$ cat src/rtl/fifo_arb_pkg.sv
`default_nettype none
// ============================================================================
// Module   : fifo_arb_pkg
// Purpose  : Shared types, state constants and a width helper for the
//            FIFO write-port arbiter.
// Contents : arb_state_t  - 1-bit arbiter state type (IDLE / BURST)
//            IDLE, BURST  - localparam state encodings used by the FSM
//            clog2()      - ceil(log2(n)), never less than 1
// Optional : none (FIFO_ARB_STATS_EN is consumed by fifo_wr_arbiter)
// Revision : 1.0 - initial release
// ============================================================================
package fifo_arb_pkg;

  typedef enum logic [0:0] {
    ARB_IDLE  = 1'b0,
    ARB_BURST = 1'b1
  } arb_state_t;

  localparam logic [0:0] IDLE  = 1'b0;
  localparam logic [0:0] BURST = 1'b1;

  // Minimum result of 1 keeps single-entry selectors at a legal width.
  function automatic int clog2(input int value);
    int r;
    r = 0;
    while ((1 << r) < value) begin
      r = r + 1;
    end
    if (r == 0) begin
      r = 1;
    end
    return r;
  endfunction

endpackage : fifo_arb_pkg
`default_nettype wire

$ cat src/rtl/fifo_wr_arbiter_rr_pick.sv
`default_nettype none
// ============================================================================
// Module   : rr_pick
// Purpose  : Combinational round-robin selector. Returns the first set
//            request at or above rr_ptr, wrapping modulo NREQ.
// Ports    : req     in  NREQ  request vector
//            rr_ptr  in  IW    highest-priority index this round
//            any_req out 1     at least one request set
//            pick_id out IW    selected index (0 when any_req=0)
// Optional : none
// Revision : 1.0 - initial release
// ============================================================================
module rr_pick #(
  parameter int NREQ = 4,
  parameter int IW   = 2
) (
  input  logic [NREQ-1:0] req,
  input  logic [IW-1:0]   rr_ptr,
  output logic            any_req,
  output logic [IW-1:0]   pick_id
);

  // Requests rotated so that bit 0 is the producer at rr_ptr.
  logic [NREQ-1:0] w_rot;

  assign any_req = |req;

  always_comb begin
    w_rot = '0;
    for (int i = 0; i < NREQ; i++) begin
      w_rot[i] = req[(int'(rr_ptr) + i) % NREQ];
    end
  end

  // Priority-encode the lowest rotated bit, then map the offset back to a
  // real producer index. Scanning downward lets the lowest offset win.
  always_comb begin
    pick_id = '0;
    for (int i = NREQ - 1; i >= 0; i--) begin
      if (w_rot[i]) begin
        pick_id = IW'((int'(rr_ptr) + i) % NREQ);
      end
    end
  end

endmodule : rr_pick
`default_nettype wire

$ cat src/rtl/fifo_wr_arbiter.sv
`default_nettype none
// ============================================================================
// Module   : fifo_wr_arbiter
// Purpose  : Shares the single FIFO write port between NREQ producers with
//            burst-locked round-robin grants. Writes are held off while the
//            FIFO reports full, so the FIFO cannot overflow.
// Ports    : clk         in  1           rising-edge clock
//            rst         in  1           asynchronous reset, active-low
//            req_valid   in  NREQ        producer i presents a word
//            req_data    in  NREQ*DATA   producer words, packed
//            req_ready   out NREQ        one-hot word-accept strobe
//            write_data  out DATA        FIFO write data
//            write_req   out 1           FIFO write request
//            fifo_full   in  1           FIFO full flag
//            fifo_of     in  1           FIFO overflow flag
//            gnt_id      out clog2(NREQ) locked producer (valid while busy)
//            busy        out 1           a grant is locked
//            of_err      out 1           sticky overflow-seen flag
//            stat_words  out NREQ*CNT_W  per-producer word counters (opt.)
//            stat_stall  out CNT_W       stalled-burst cycle counter (opt.)
// Optional : define FIFO_ARB_STATS_EN to add stat_words / stat_stall.
// Revision : 1.0 - initial release
// ============================================================================
module fifo_wr_arbiter
  import fifo_arb_pkg::*;
#(
  parameter int DATA      = 8,
  parameter int NREQ      = 4,
  parameter int BURST_LEN = 4,
  parameter int CNT_W     = 16
) (
  input  logic                     clk,
  input  logic                     rst,
  input  logic [NREQ-1:0]          req_valid,
  input  logic [NREQ*DATA-1:0]     req_data,
  output logic [NREQ-1:0]          req_ready,
  output logic [DATA-1:0]          write_data,
  output logic                     write_req,
  input  logic                     fifo_full,
  input  logic                     fifo_of,
  output logic [clog2(NREQ)-1:0]   gnt_id,
  output logic                     busy,
  output logic                     of_err
`ifdef FIFO_ARB_STATS_EN
  ,
  output logic [NREQ*CNT_W-1:0]    stat_words,
  output logic [CNT_W-1:0]         stat_stall
`endif
);

  localparam int IW = clog2(NREQ);
  localparam int BW = clog2(BURST_LEN);

  localparam logic [IW-1:0] c_last_id   = IW'(NREQ - 1);
  localparam logic [BW-1:0] c_last_beat = BW'(BURST_LEN - 1);

  if ((NREQ < 2) || (NREQ > 16)) begin : g_bad_nreq
    $error("fifo_wr_arbiter: NREQ must be in 2..16");
  end
  if (BURST_LEN < 1) begin : g_bad_burst
    $error("fifo_wr_arbiter: BURST_LEN must be at least 1");
  end
  if (CNT_W < 1) begin : g_bad_cnt_w
    $error("fifo_wr_arbiter: CNT_W must be at least 1");
  end

  logic [0:0]    r_state;
  logic [IW-1:0] r_gnt;
  logic [IW-1:0] r_rr_ptr;
  logic [BW-1:0] r_beat;
  logic          r_of_err;

  logic          w_busy;
  logic          w_gnt_valid;
  logic          w_accept;
  logic          w_exit;
  logic          w_any_req;
  logic [IW-1:0] w_pick_id;

  rr_pick #(
    .NREQ (NREQ),
    .IW   (IW)
  ) u_rr_pick (
    .req     (req_valid),
    .rr_ptr  (r_rr_ptr),
    .any_req (w_any_req),
    .pick_id (w_pick_id)
  );

  assign w_busy      = (r_state == BURST);
  assign w_gnt_valid = req_valid[r_gnt];

  // Zero-latency write path: the locked producer's word goes straight to the
  // FIFO in the same cycle it is presented, unless the FIFO is full.
  assign w_accept = w_busy & w_gnt_valid & ~fifo_full;

  // A full FIFO freezes the burst entirely, including a producer that has
  // dropped valid; the grant is only released once the FIFO can take data.
  assign w_exit = w_busy & ((w_accept & (r_beat == c_last_beat)) |
                            (~w_gnt_valid & ~fifo_full));

  always_comb begin
    req_ready = '0;
    if (w_busy && !fifo_full) begin
      req_ready[r_gnt] = 1'b1;
    end
  end

  assign write_req  = w_accept;
  assign write_data = req_data[r_gnt*DATA +: DATA];
  assign gnt_id     = r_gnt;
  assign busy       = w_busy;
  assign of_err     = r_of_err;

  always_ff @(posedge clk or negedge rst) begin
    if (!rst) begin
      r_state  <= IDLE;
      r_gnt    <= '0;
      r_rr_ptr <= '0;
      r_beat   <= '0;
    end else begin
      case (r_state)
        IDLE: begin
          if (w_any_req) begin
            r_gnt   <= w_pick_id;
            r_beat  <= '0;
            r_state <= BURST;
          end
        end
        BURST: begin
          if (w_exit) begin
            r_state  <= IDLE;
            r_beat   <= '0;
            r_rr_ptr <= (r_gnt == c_last_id) ? '0 : r_gnt + IW'(1);
          end else if (w_accept) begin
            r_beat <= r_beat + BW'(1);
          end
        end
        default: begin
          r_state <= IDLE;
        end
      endcase
    end
  end

  always_ff @(posedge clk or negedge rst) begin
    if (!rst) begin
      r_of_err <= 1'b0;
    end else begin
      r_of_err <= r_of_err | fifo_of;
    end
  end

`ifdef FIFO_ARB_STATS_EN
  for (genvar g = 0; g < NREQ; g++) begin : g_stat_words
    logic [CNT_W-1:0] r_cnt;
    always_ff @(posedge clk or negedge rst) begin
      if (!rst) begin
        r_cnt <= '0;
      end else if (w_accept && (r_gnt == IW'(g))) begin
        r_cnt <= r_cnt + CNT_W'(1);
      end
    end
    assign stat_words[g*CNT_W +: CNT_W] = r_cnt;
  end

  logic [CNT_W-1:0] r_stat_stall;
  always_ff @(posedge clk or negedge rst) begin
    if (!rst) begin
      r_stat_stall <= '0;
    end else if (w_busy && fifo_full && w_gnt_valid) begin
      r_stat_stall <= r_stat_stall + CNT_W'(1);
    end
  end
  assign stat_stall = r_stat_stall;
`endif

endmodule : fifo_wr_arbiter
`default_nettype wire

$ cat config.mk
export PLATFORM = sky130hd
export DESIGN_NAME = fifo_wr_arbiter
export DESIGN_NICKNAME = d
export VERILOG_FILES = /design/src/rtl/fifo_arb_pkg.sv /design/src/rtl/fifo_wr_arbiter_rr_pick.sv /design/src/rtl/fifo_wr_arbiter.sv
export SDC_FILE = /design/constraint.sdc
export NUM_CORES = 1
export LEC_CHECK = 0
export BUFFER_PORTS_ARGS = -buffer_cell sky130_fd_sc_hd__clkbuf_2
export CAP_MARGIN = 0
export CORE_UTILIZATION = 34
export DETAILED_ROUTE_END_ITERATION = 12
export GPL_TIMING_DRIVEN = 0
export PLACE_DENSITY = 0.69
export RECOVER_POWER = 50
export SYNTH_ARGS = -nofsm -noshare
export SYNTH_HDL_FRONTEND = slang
export SYNTH_SLANG_ARGS = --single-unit
$ cat constraint.sdc
create_clock -name clk -period 2 [get_ports clk]
set_input_delay 0.2 -clock clk [delete_from_list [all_inputs] [get_ports clk]]
set_output_delay 0.2 -clock clk [all_outputs]
set_load 0.02 [all_outputs]
==> results of run 1 <==
[layout make-up]
class                           instances  area (um2)  area share
Buffer                                  2        12.5      0.0111
Clock buffer                            3        22.5      0.0200
Inverter                                5        18.8      0.0166
Timing Repair Buffer                   57         285       0.253
Sequential cell                         8         201       0.179
Tap cell                               28        35.0      0.0311
Multi-Input combinational cell         54         552       0.489
[synth_stat cells (all sizes together)]
library cell	instances
nor2	5
o211ai	1
a21oi	3
and2	4
nor4	1
a2111o	1
buf	2
mux4	8
nor3	1
nand2b	3
mux2i	1
nor2b	2
and2b	1
dfrtp	8
o41ai	1
o31ai	2
mux2	3
o21ai	4
nand2	2
or2	2
a22oi	1
a221oi	2
o22ai	1
inv	5
ha	5
[state kept, by name (all words and copies together), names as in the netlist]
name	flops
gnt_id	2
r_beat	2
busy	1
r_rr_ptr	2
of_err	1
[metal layers]
metal  wire [um]  share of wire  track usage
met1         727           0.37        0.161
met3         197           0.10       0.0370
met2        1050           0.53        0.338
met4           0              0       0.0429
met5           0              0            0
[power groups by stage]
stage          registers [mW]  clock network [mW]  logic, mW
2_1_floorplan           0.343                   0      0.686
3_3_place_gp            0.329                   0      0.951
3_5_place_dp            0.334                   0      0.969
4_1_cts                 0.330               0.126      0.973
5_1_grt                 0.348               0.136       1.04
6_report                0.332               0.118      0.954
[per-stage QoR]
step | power, mW | cells
3_5_place_dp | 1.30 | 153
3_3_place_gp | 1.28 | 153
5_1_grt | 1.53 | 157
4_1_cts | 1.43 | 157
6_report | 1.40 | 157
2_1_floorplan | 1.03 | 69
[cells by family after synthesis]
logic type / count (synthesis) / synth area share
buf+inv: 7 / 0.0399
compound gates: 16 / 0.161
fa+ha+maj: 5 / 0.0799
flops: 8 / 0.256
simple gates: 21 / 0.163
mux: 12 / 0.300
[critical path: cells and delay by family, from the launching register on]
family | cells | cell delay [ns]
multiplexers | 1 | 0.51
buffers and inverters | 2 | 0.41
flip-flops | 1 | 0.48
[worst max-delay path by stage]
stage                         start            end  slack, ns  cells past startpoint
after floorplan           gnt_id[0]  write_data[0]       0.34                      2
after global placement    gnt_id[0]  write_data[6]       0.28                      3
after detailed placement  gnt_id[0]  write_data[4]       0.28                      3
after CTS                 gnt_id[0]  write_data[4]      0.001                      3
after global routing      gnt_id[0]  write_data[4]       0.05                      3
final                     gnt_id[0]  write_data[0]       0.15                      3
[repair_timing]
action | in CTS | in global routing
resized for setup | 0 | 1
hold endpoints to repair | 8 | 0
setup endpoints to repair | 0 | 6
hold buffers | 1 | 0
==> summary.txt, run 1 <==
Floorplan
  • Die X: 50.0 um
  • Core area: 2190 um2
  • I/O pin count: 57
  • Die area: 2500 um2
  • Placement Rows: 17
  • Initial Utilization: 0.358
  • Die Height: 50.0 um

Synth
  • Area leader, netlist: dfrtp_1
  • Synth Area per Inst: 11.4 um2
  • Post-synthesis cell count: 69
  • Synthesized flop and latch total: 8
  • Syn Std Cell Area: between 700 and 800 um2
  • Synth area leaders: dfrtp_1 26%, mux4_2 23%, ha_1 8.0%
  • Register area share after synthesis: 0.256
  • Post-Syn Nets: between 100 and 150
  • Area share of the largest cell type after synthesis: 0.256
  • Synth Warn #: 0
  • Distinct cell type count of the synthesized netlist: 31

Global route
  • Number of global-route vias before repair: approximately 800
  • GRT overflow: 0
  • Total track usage: 0.166
  • Largest net degree at the start of global routing: 11
  • First-pass GRT wire length: approximately 3.2 mm
  • Initial antenna violation count: 0

Worst setup path
  • Worst-case reg-to-reg path depth: 3
  • Worst reg2reg path endpoint: r_rr_ptr[1]
  • Crit Path Max Fanout: 10
  • Data required, critical path: around 1.8 ns
  • CP Cell Sequence: buf_4 > mux4_2 > clkbuf_2
  • RR Startpoint: gnt_id[1]
  • Startpoint types: register
  • Slowest stage delay, CP: 0.51 ns
  • Flop2flop setup slack: ~0.4 ns
  • CP Capture Type: output pin
  • WS Path Type: register to output pin
  • Slowest-stage cell, CP: mux4_2
  • Arrival @ worst endpoint: 1.65 ns

Placed design
  • DP HPWL: 1.75 mm
  • Global placement routability congestion: 0.808
  • Place WS: 0.280 ns
  • # port buffers: 56
  • Cell Area, Placed: 1100 um2

Timing
  • Min Clock Period, post-route: ~1.9 ns
  • Final Hold Viols: 0
  • Final setup fails: 0
  • RSZ-0062 raised after global routing: no
  • Final period util: 0.926
  • Clock skew: 0.00353 ns
  • WHS: around 0.15 ns
  • TNS Setup: 0 ns
  • Slew headroom: 0.657
  • Fin. max-slew vios: 0
  • Setup slack after layout: 0.149 ns
  • Measured slew at the worst slew-check pin: a little over 0.5 ns
  • Fmax: 540 MHz

Finish
  • Fillers: ~210
  • Synth-to-Final Area Change: 43.9%
  • Fraction of layout cells with a size suffix above 1: 0.581
  • Commonest non-fill, non-tap cell in the layout: clkbuf_2
  • Commonest cells after routing, fill and taps aside: 52 x clkbuf_2, 8 x mux4_2, 7 x dfrtp_1
  • Design area: 1130 um2
  • Final Util: 0.515
  • Nets: 176
  • Ant diodes: 0

Pwr
  • Internal power: 0.744 mW
  • Leakage power: 0.561 nW
  • Sw frac: 0.470
  • PD cells: 1240 nW/um2
  • Clock power frac: 0.084
  • Max IR drop VDD: 0.000635 V
  • Logic pwr share: 0.680
  • Seq pwr share: 0.236
  • Psw: roughly 0.66 mW

Clocking
  • Root Buffer: clkbuf_4
  • Num CTS Buffers: 3
  • H-Tree Depth: 1
  • Clk buf depth: 2
  • CTS tree: done
  • Clock Latency Late Sink: around 0.25 ns
  • Clk slew on worst S/H paths: ~0.050 ns
  • Clock sinks: 8
  • Setup Buffers After CTS: 0

Hold path
  • WHS Endpoint: of_err
  • Hold path startpoint: fifo_of
  • WHS Path Cells: 2
  • Hold Path Class: input pin to register

Routing
  • Routed Antenna Nets: 0
  • Drt drc: 0
  • Initial DRC Count: 6
  • Routed length per instance: 12.6 um
  • Drt total wl: 1.98 mm
  • Vias/cell: 5.11
  • Via total after detailed routing: 802
  • TritonRoute pass-1 iters: 3

Outcome
  • Status: complete, no violations

Flow run
  • Max cap viols: 0
Note: power is estimated with default switching activity, not from simulation.
==> inputs of run 2 (changes only) <==
- CORE_ASPECT_RATIO: not set -> 0.8
==> run 2 against run 1 <==
Compared with the run above:
- non-clock buffer count stayed put
- sequential power is essentially flat
- count of clock-buffer cells in the layout is the same
- worst setup slack worse by 0.0055 ns
- wire length decreased by 3.4%
- via count fell by 3.1%
- critical endpoint is now write_data[3]
- largest cell class unchanged
- largest power group unchanged
==> summary.txt, run 2 (synthesis gave the netlist of run 1 again) <==
Outcome
  • Status: complete, no violations

Pwr
  • Sw frac: 0.469 (about the same)
  • Psw: 0.658 mW (-0.12%)
  • Seq pwr share: 0.236 (about the same)
  • PD cells: 1250 nW/um2 (+0.28%)
  • Internal power: 0.744 mW (about the same)
  • Clock power frac: 0.085 (about the same)
  • Logic pwr share: 0.680 (about the same)
  • Leakage power: 0.561 nW (unchanged)
  • Max IR drop VDD: 0.000768 V (+21%)
  • Tot Pwr: 1.40 mW (about the same)

Floorplan
  • Core area: 2160 um2 (-1.5%)
  • Die X: 55.7 um (+11%)
  • Placement Rows: 15 (-2)
  • I/O pin count: 57 (unchanged)
  • Die Height: 44.9 um (-10%)
  • Initial Utilization: 0.363 (+0.00539)
  • Die area: 2500 um2 (about the same)

Timing
  • Min Clock Period, post-route: 1.86 ns (+0.00549 ns)
  • Final setup fails: 0 (unchanged)
  • RSZ-0062 raised after global routing: no
  • Clock skew: 0.00403 ns (+0.000504 ns)
  • Final period util: 0.928 (+0.00274)
  • TNS Setup: 0 ns (unchanged)
  • Fin. max-slew vios: 0 (unchanged)
  • Fmax: 539 MHz (-0.30%)
  • Slew headroom: 0.657 (about the same)
  • Measured slew at the worst slew-check pin: 0.511 ns (+0.000220 ns)
  • Final Hold Viols: 0 (unchanged)

Finish
  • Nets: 176 (unchanged)
  • Commonest non-fill, non-tap cell in the layout: clkbuf_2
  • Synth-to-Final Area Change: 43.5%
  • FF+latch area: 201 um2 (unchanged)
  • Fraction of layout cells with a size suffix above 1: 0.581 (unchanged)
  • Area of the multi-input gates: 552 um2 (unchanged)
  • Commonest cells after routing, fill and taps aside: 52 x clkbuf_2, 8 x mux4_2, 7 x dfrtp_1
  • Fillers: 196 (-7.1%)
  • Ant diodes: 0 (unchanged)

Routing
  • Via total after detailed routing: 777 (-3.1%)
  • Drt drc: 0 (unchanged)
  • Routed Antenna Nets: 0 (unchanged)
  • Initial DRC Count: 18 (+12)
  • Drt total wl: 1.91 mm (-3.4%)
  • Routed length per instance: 12.4 um (-1.6%)
  • Vias/cell: 5.05 (-1.2%)
  • TritonRoute pass-1 iters: 4 (+1)

Global route
  • GRT overflow: 0 (unchanged)
  • Initial antenna violation count: 0 (unchanged)
  • First-pass GRT wire length: 2.90 mm (-10%)
  • Largest net degree at the start of global routing: 11 (unchanged)
  • Total track usage: 0.147 (-0.0192)
  • Number of global-route vias before repair: 678 (-15%)

Hold path
  • Hold path startpoint: fifo_of
  • WHS Endpoint: of_err
  • WHS Path Cells: 2 (unchanged)
  • Hold Path Class: input pin to register

Flow run
  • Max cap viols: 0 (unchanged)

Worst setup path
  • Data required, critical path: 1.80 ns (about the same)
  • Worst-case reg-to-reg path depth: 3 (unchanged)
  • Flop2flop setup slack: 0.38 ns (-0.02 ns)
  • CP Capture Type: output pin
  • Startpoint types: register
  • Critical Path Source: gnt_id[0]
  • RR Startpoint: gnt_id[1]
  • Crit Path Max Fanout: 10 (unchanged)
  • Worst reg2reg path endpoint: r_rr_ptr[1]
  • Arrival @ worst endpoint: 1.66 ns (about the same)
  • WS Path Type: register to output pin

Clocking
  • CTS tree: done
  • Setup Buffers After CTS: 0 (unchanged)
  • Num CTS Buffers: 3 (unchanged)
  • H-Tree Depth: 1 (unchanged)
  • Clk buf depth: 2 (unchanged)
  • Clock sinks: 8 (unchanged)
  • Root Buffer: clkbuf_4
  • Clock Latency Late Sink: 0.25 ns (about the same)
  • Clk slew on worst S/H paths: 0.05 ns (about the same)

Placed design
  • DP HPWL: 1.62 mm (-7.4%)
  • Global placement routability congestion: 0.804 (-0.38%)
  • # port buffers: 56 (unchanged)
-- run 2: cell counts in the layout (fill, tap and decap cells not counted) --
Identical to the previous run, type by type.
-- run 2: worst max-delay path: stages (launching register included) --
cell,delay [ns]
dfrtp_2,0.48
buf_4,0.25
mux4_2,0.51
clkbuf_2,0.17
-- run 2: how the worst max path moves through the flow --
stage,endpoint,slack [ns],depth (start not counted)
detailed placement,write_data[4],0.27,3
floorplan,write_data[0],0.34,2
finish,write_data[3],0.14,3
CTS,write_data[3],0.007,3
global placement,write_data[4],0.29,3
global route,write_data[3],0.07,3
-- run 2: final cells by class --
type / instances / share of cell area
multi-input combinational: 54 / 0.491
timing repair buffer: 57 / 0.254
buffer: 2 / 0.0111
sequential: 8 / 0.179
clock buffer: 3 / 0.0200
inverter: 5 / 0.0167
tap: 25 / 0.0278
-- run 2: layer usage --
layer	GRT usage	wire, um	up-vias
met4	0.0150	0	0
met2	0.241	907	29
met1	0.198	876	362
li1	-	-	386
met3	0.0487	123	0
met5	0	0	-
-- run 2: power by group through the flow --
stage / Clock (mW) / Combinational (mW) / Sequential (mW)
after detailed placement: 0 / 0.961 / 0.333
after CTS: 0.121 / 0.968 / 0.329
after global routing: 0.127 / 1.03 / 0.347
final: 0.119 / 0.953 / 0.331
after floorplan: 0 / 0.686 / 0.343
after global placement: 0 / 0.946 / 0.328
-- run 2: repair_timing --
action / in CTS / in global routing
endpoints found under the setup margin: 0 / 6
resized for setup: 0 / 1
hold buffers: 1 / 0
endpoints found under the hold margin: 8 / 0
-- run 2: per-stage QoR --
step	setup slack, ns	utilization	instance area, um2	instances	hold WS, ns
2_1_floorplan	0.341	-	783	69	-0.0956
3_3_place_gp	0.295	0.507	1090	150	0.0492
3_5_place_dp	0.272	0.507	1090	150	0.0550
4_1_cts	0.00696	0.522	1130	154	0.144
5_1_grt	0.0663	0.521	1120	154	0.148
6_report	0.143	0.521	1120	154	0.147
==> inputs of run 3 (changes only) <==
--- a/config.mk
+++ b/config.mk
@@ -13,2 +13,3 @@
 export GPL_TIMING_DRIVEN = 0
+export MAX_ROUTING_LAYER = met4
 export PLACE_DENSITY = 0.69
==> constraint.sdc (replaced) <==
create_clock -name clk -period 2 [get_ports clk]
set_input_delay 0.3 -clock clk [delete_from_list [all_inputs] [get_ports clk]]
set_output_delay 0.3 -clock clk [all_outputs]
set_load 0.02 [all_outputs]
==> run 3 against run 2 <==
Compared with the run above:
- sequential cell count unchanged
- clock skew about the same
- cell count unchanged
- non-clock buffer count unchanged
- global-route usage up 0.47 points
- register-to-register slack about the same
- critical path type unchanged
- critical endpoint unchanged
- largest cell class unchanged
- largest power group unchanged
- highest routed layer unchanged
==> summary.txt, run 3 (synthesis gave the netlist of run 1 again) <==
Clocking
  • Clock Latency Late Sink: 0.25 ns (about the same)
  • CTS tree: done
  • Clock sinks: 8 (unchanged)
  • Clk slew on worst S/H paths: 0.05 ns (about the same)
  • Clk buf depth: 2 (unchanged)
  • H-Tree Depth: 1 (unchanged)
  • Setup Buffers After CTS: 0 (unchanged)
  • Root Buffer: clkbuf_4
  • Num CTS Buffers: 3 (unchanged)

Global route
  • First-pass GRT wire length: 2.90 mm (unchanged)
  • Largest net degree at the start of global routing: 11 (unchanged)
  • GRT overflow: 0 (unchanged)
  • Total track usage: 0.151 (+0.00473)
  • Number of global-route vias before repair: 677 (-0.15%)
  • Initial antenna violation count: 0 (unchanged)

Timing
  • TNS Setup: 0 ns (unchanged)
  • Final setup fails: 0 (unchanged)
  • Fmax: 522 MHz (-3.0%)
  • Slew headroom: 0.657 (unchanged)
  • Fin. max-slew vios: 0 (unchanged)
  • RSZ-0062 raised after global routing: no
  • Final Hold Viols: 0 (unchanged)
  • Measured slew at the worst slew-check pin: 0.511 ns (unchanged)
  • Min Clock Period, post-route: 1.91 ns (+0.0576 ns)
  • Clock skew: 0.00382 ns (-0.000215 ns)
  • Final period util: 0.957 (+0.0288)
  • Setup slack after layout: 0.0856 ns (-0.0576 ns)

Routing
  • Routed Antenna Nets: 0 (unchanged)
  • TritonRoute pass-1 iters: 4 (unchanged)
  • Via total after detailed routing: 773 (-0.51%)
  • Drt total wl: 1.92 mm (+0.63%)
  • Drt drc: 0 (unchanged)
  • Routed length per instance: 12.5 um (+0.63%)
  • Vias/cell: 5.02 (-0.51%)
  • Initial DRC Count: 20 (+2)

Outcome
  • Status: complete, no violations

Finish
  • Synth-to-Final Area Change: 43.9%
  • Fraction of layout cells with a size suffix above 1: 0.581 (unchanged)
  • Nets: 176 (unchanged)
  • Ant diodes: 0 (unchanged)
  • Fillers: 198 (+1.0%)
  • Commonest non-fill, non-tap cell in the layout: clkbuf_2
  • Commonest cells after routing, fill and taps aside: 52 x clkbuf_2, 8 x mux4_2, 7 x dfrtp_1

Floorplan
  • Die area: 2500 um2 (unchanged)
  • Core area: 2160 um2 (unchanged)
  • Die X: 55.7 um (unchanged)
  • Initial Utilization: 0.363 (unchanged)
  • I/O pin count: 57 (unchanged)
  • Placement Rows: 15 (unchanged)
  • Die Height: 44.9 um (unchanged)

Placed design
  • DP HPWL: 1.62 mm (unchanged)
  • Global placement routability congestion: 0.816 (+1.4%)
  • Place WS: 0.172 ns (-0.100 ns)
  • # port buffers: 56 (unchanged)

Worst setup path
  • Startpoint types: register
  • Arrival @ worst endpoint: 1.61 ns (-0.05 ns)
  • Data required, critical path: 1.70 ns (-0.10 ns)
  • Worst-case reg-to-reg path depth: 3 (unchanged)
  • CP Capture Type: output pin
  • WS Path Type: register to output pin
  • Crit Path Max Fanout: 10 (unchanged)

Flow run
  • Max cap viols: 0 (unchanged)

Pwr
  • Leakage power: 0.562 nW (+0.19%)
  • PD cells: 1250 nW/um2 (+0.30%)
  • Max IR drop VDD: 0.000769 V (+0.13%)

Hold path
  • Hold Path Class: input pin to register
  • WHS Path Cells: 2 (unchanged)
==> run 3: power by group <==
part           total [mW]  switching (mW)  internal (mW)
logic               0.959           0.509          0.450
clock network       0.119          0.0504         0.0684
registers           0.334           0.101          0.232
==> run 3: final timing paths <==
check | start | endpoint | slack, ns
worst min-delay path | fifo_of | of_err | 0.25
worst max register to register | gnt_id[1] | r_rr_ptr[1] | 0.39
min in group asynchronous | rst | r_beat[0] | 0.49
worst min register to register | of_err | of_err | 0.46
max in group asynchronous | rst | gnt_id[0] | 1.20
worst max-delay path | gnt_id[0] | write_data[3] | 0.09
==> run 3: worst max-delay path: stages, from the launching register on <==
cell and delay (ns):
dfrtp_2 0.49, buf_6 0.20, mux4_2 0.50, clkbuf_2 0.17
==> run 3: final cells by class <==
type,instances,area (um2),area share
inverter,5,18.8,0.0166
clock buffer,3,22.5,0.0200
multi-input combinational,54,552,0.489
buffer,2,16.3,0.0144
sequential,8,201,0.179
timing repair buffer,57,285,0.253
tap,25,31.3,0.0277
==> run 3: repair_timing <==
item                                    4_1_cts  5_1_grt
hold buffers                                  1        0
endpoints found under the setup margin        6        6
resized for setup                             1        1
hold endpoints to repair                      8        0
==> run 3: layer usage <==
metal / track usage / vias to the layer above / share of wire
met5: - / - / 0
met2: 0.241 / 29 / 0.48
met1: 0.198 / 359 / 0.46
met4: 0.0150 / 0 / 0
met3: 0.0487 / 0 / 0.062
li1: - / 385 / -
==> run 3: per-stage QoR <==
| step | total power [mW] | hold slack (ns) | cells | instance area, um2 | util |
|---|---|---|---|---|---|
| 3_3_place_gp | 1.27 | 0.149 | 150 | 1090 | 0.507 |
| 4_1_cts | 1.42 | 0.244 | 154 | 1130 | 0.523 |
| 5_1_grt | 1.51 | 0.248 | 154 | 1130 | 0.522 |
| 3_5_place_dp | 1.29 | 0.155 | 150 | 1090 | 0.507 |
| 6_report | 1.41 | 0.247 | 154 | 1130 | 0.522 |
| 2_1_floorplan | 1.03 | 0.00441 | 69 | 783 | - |
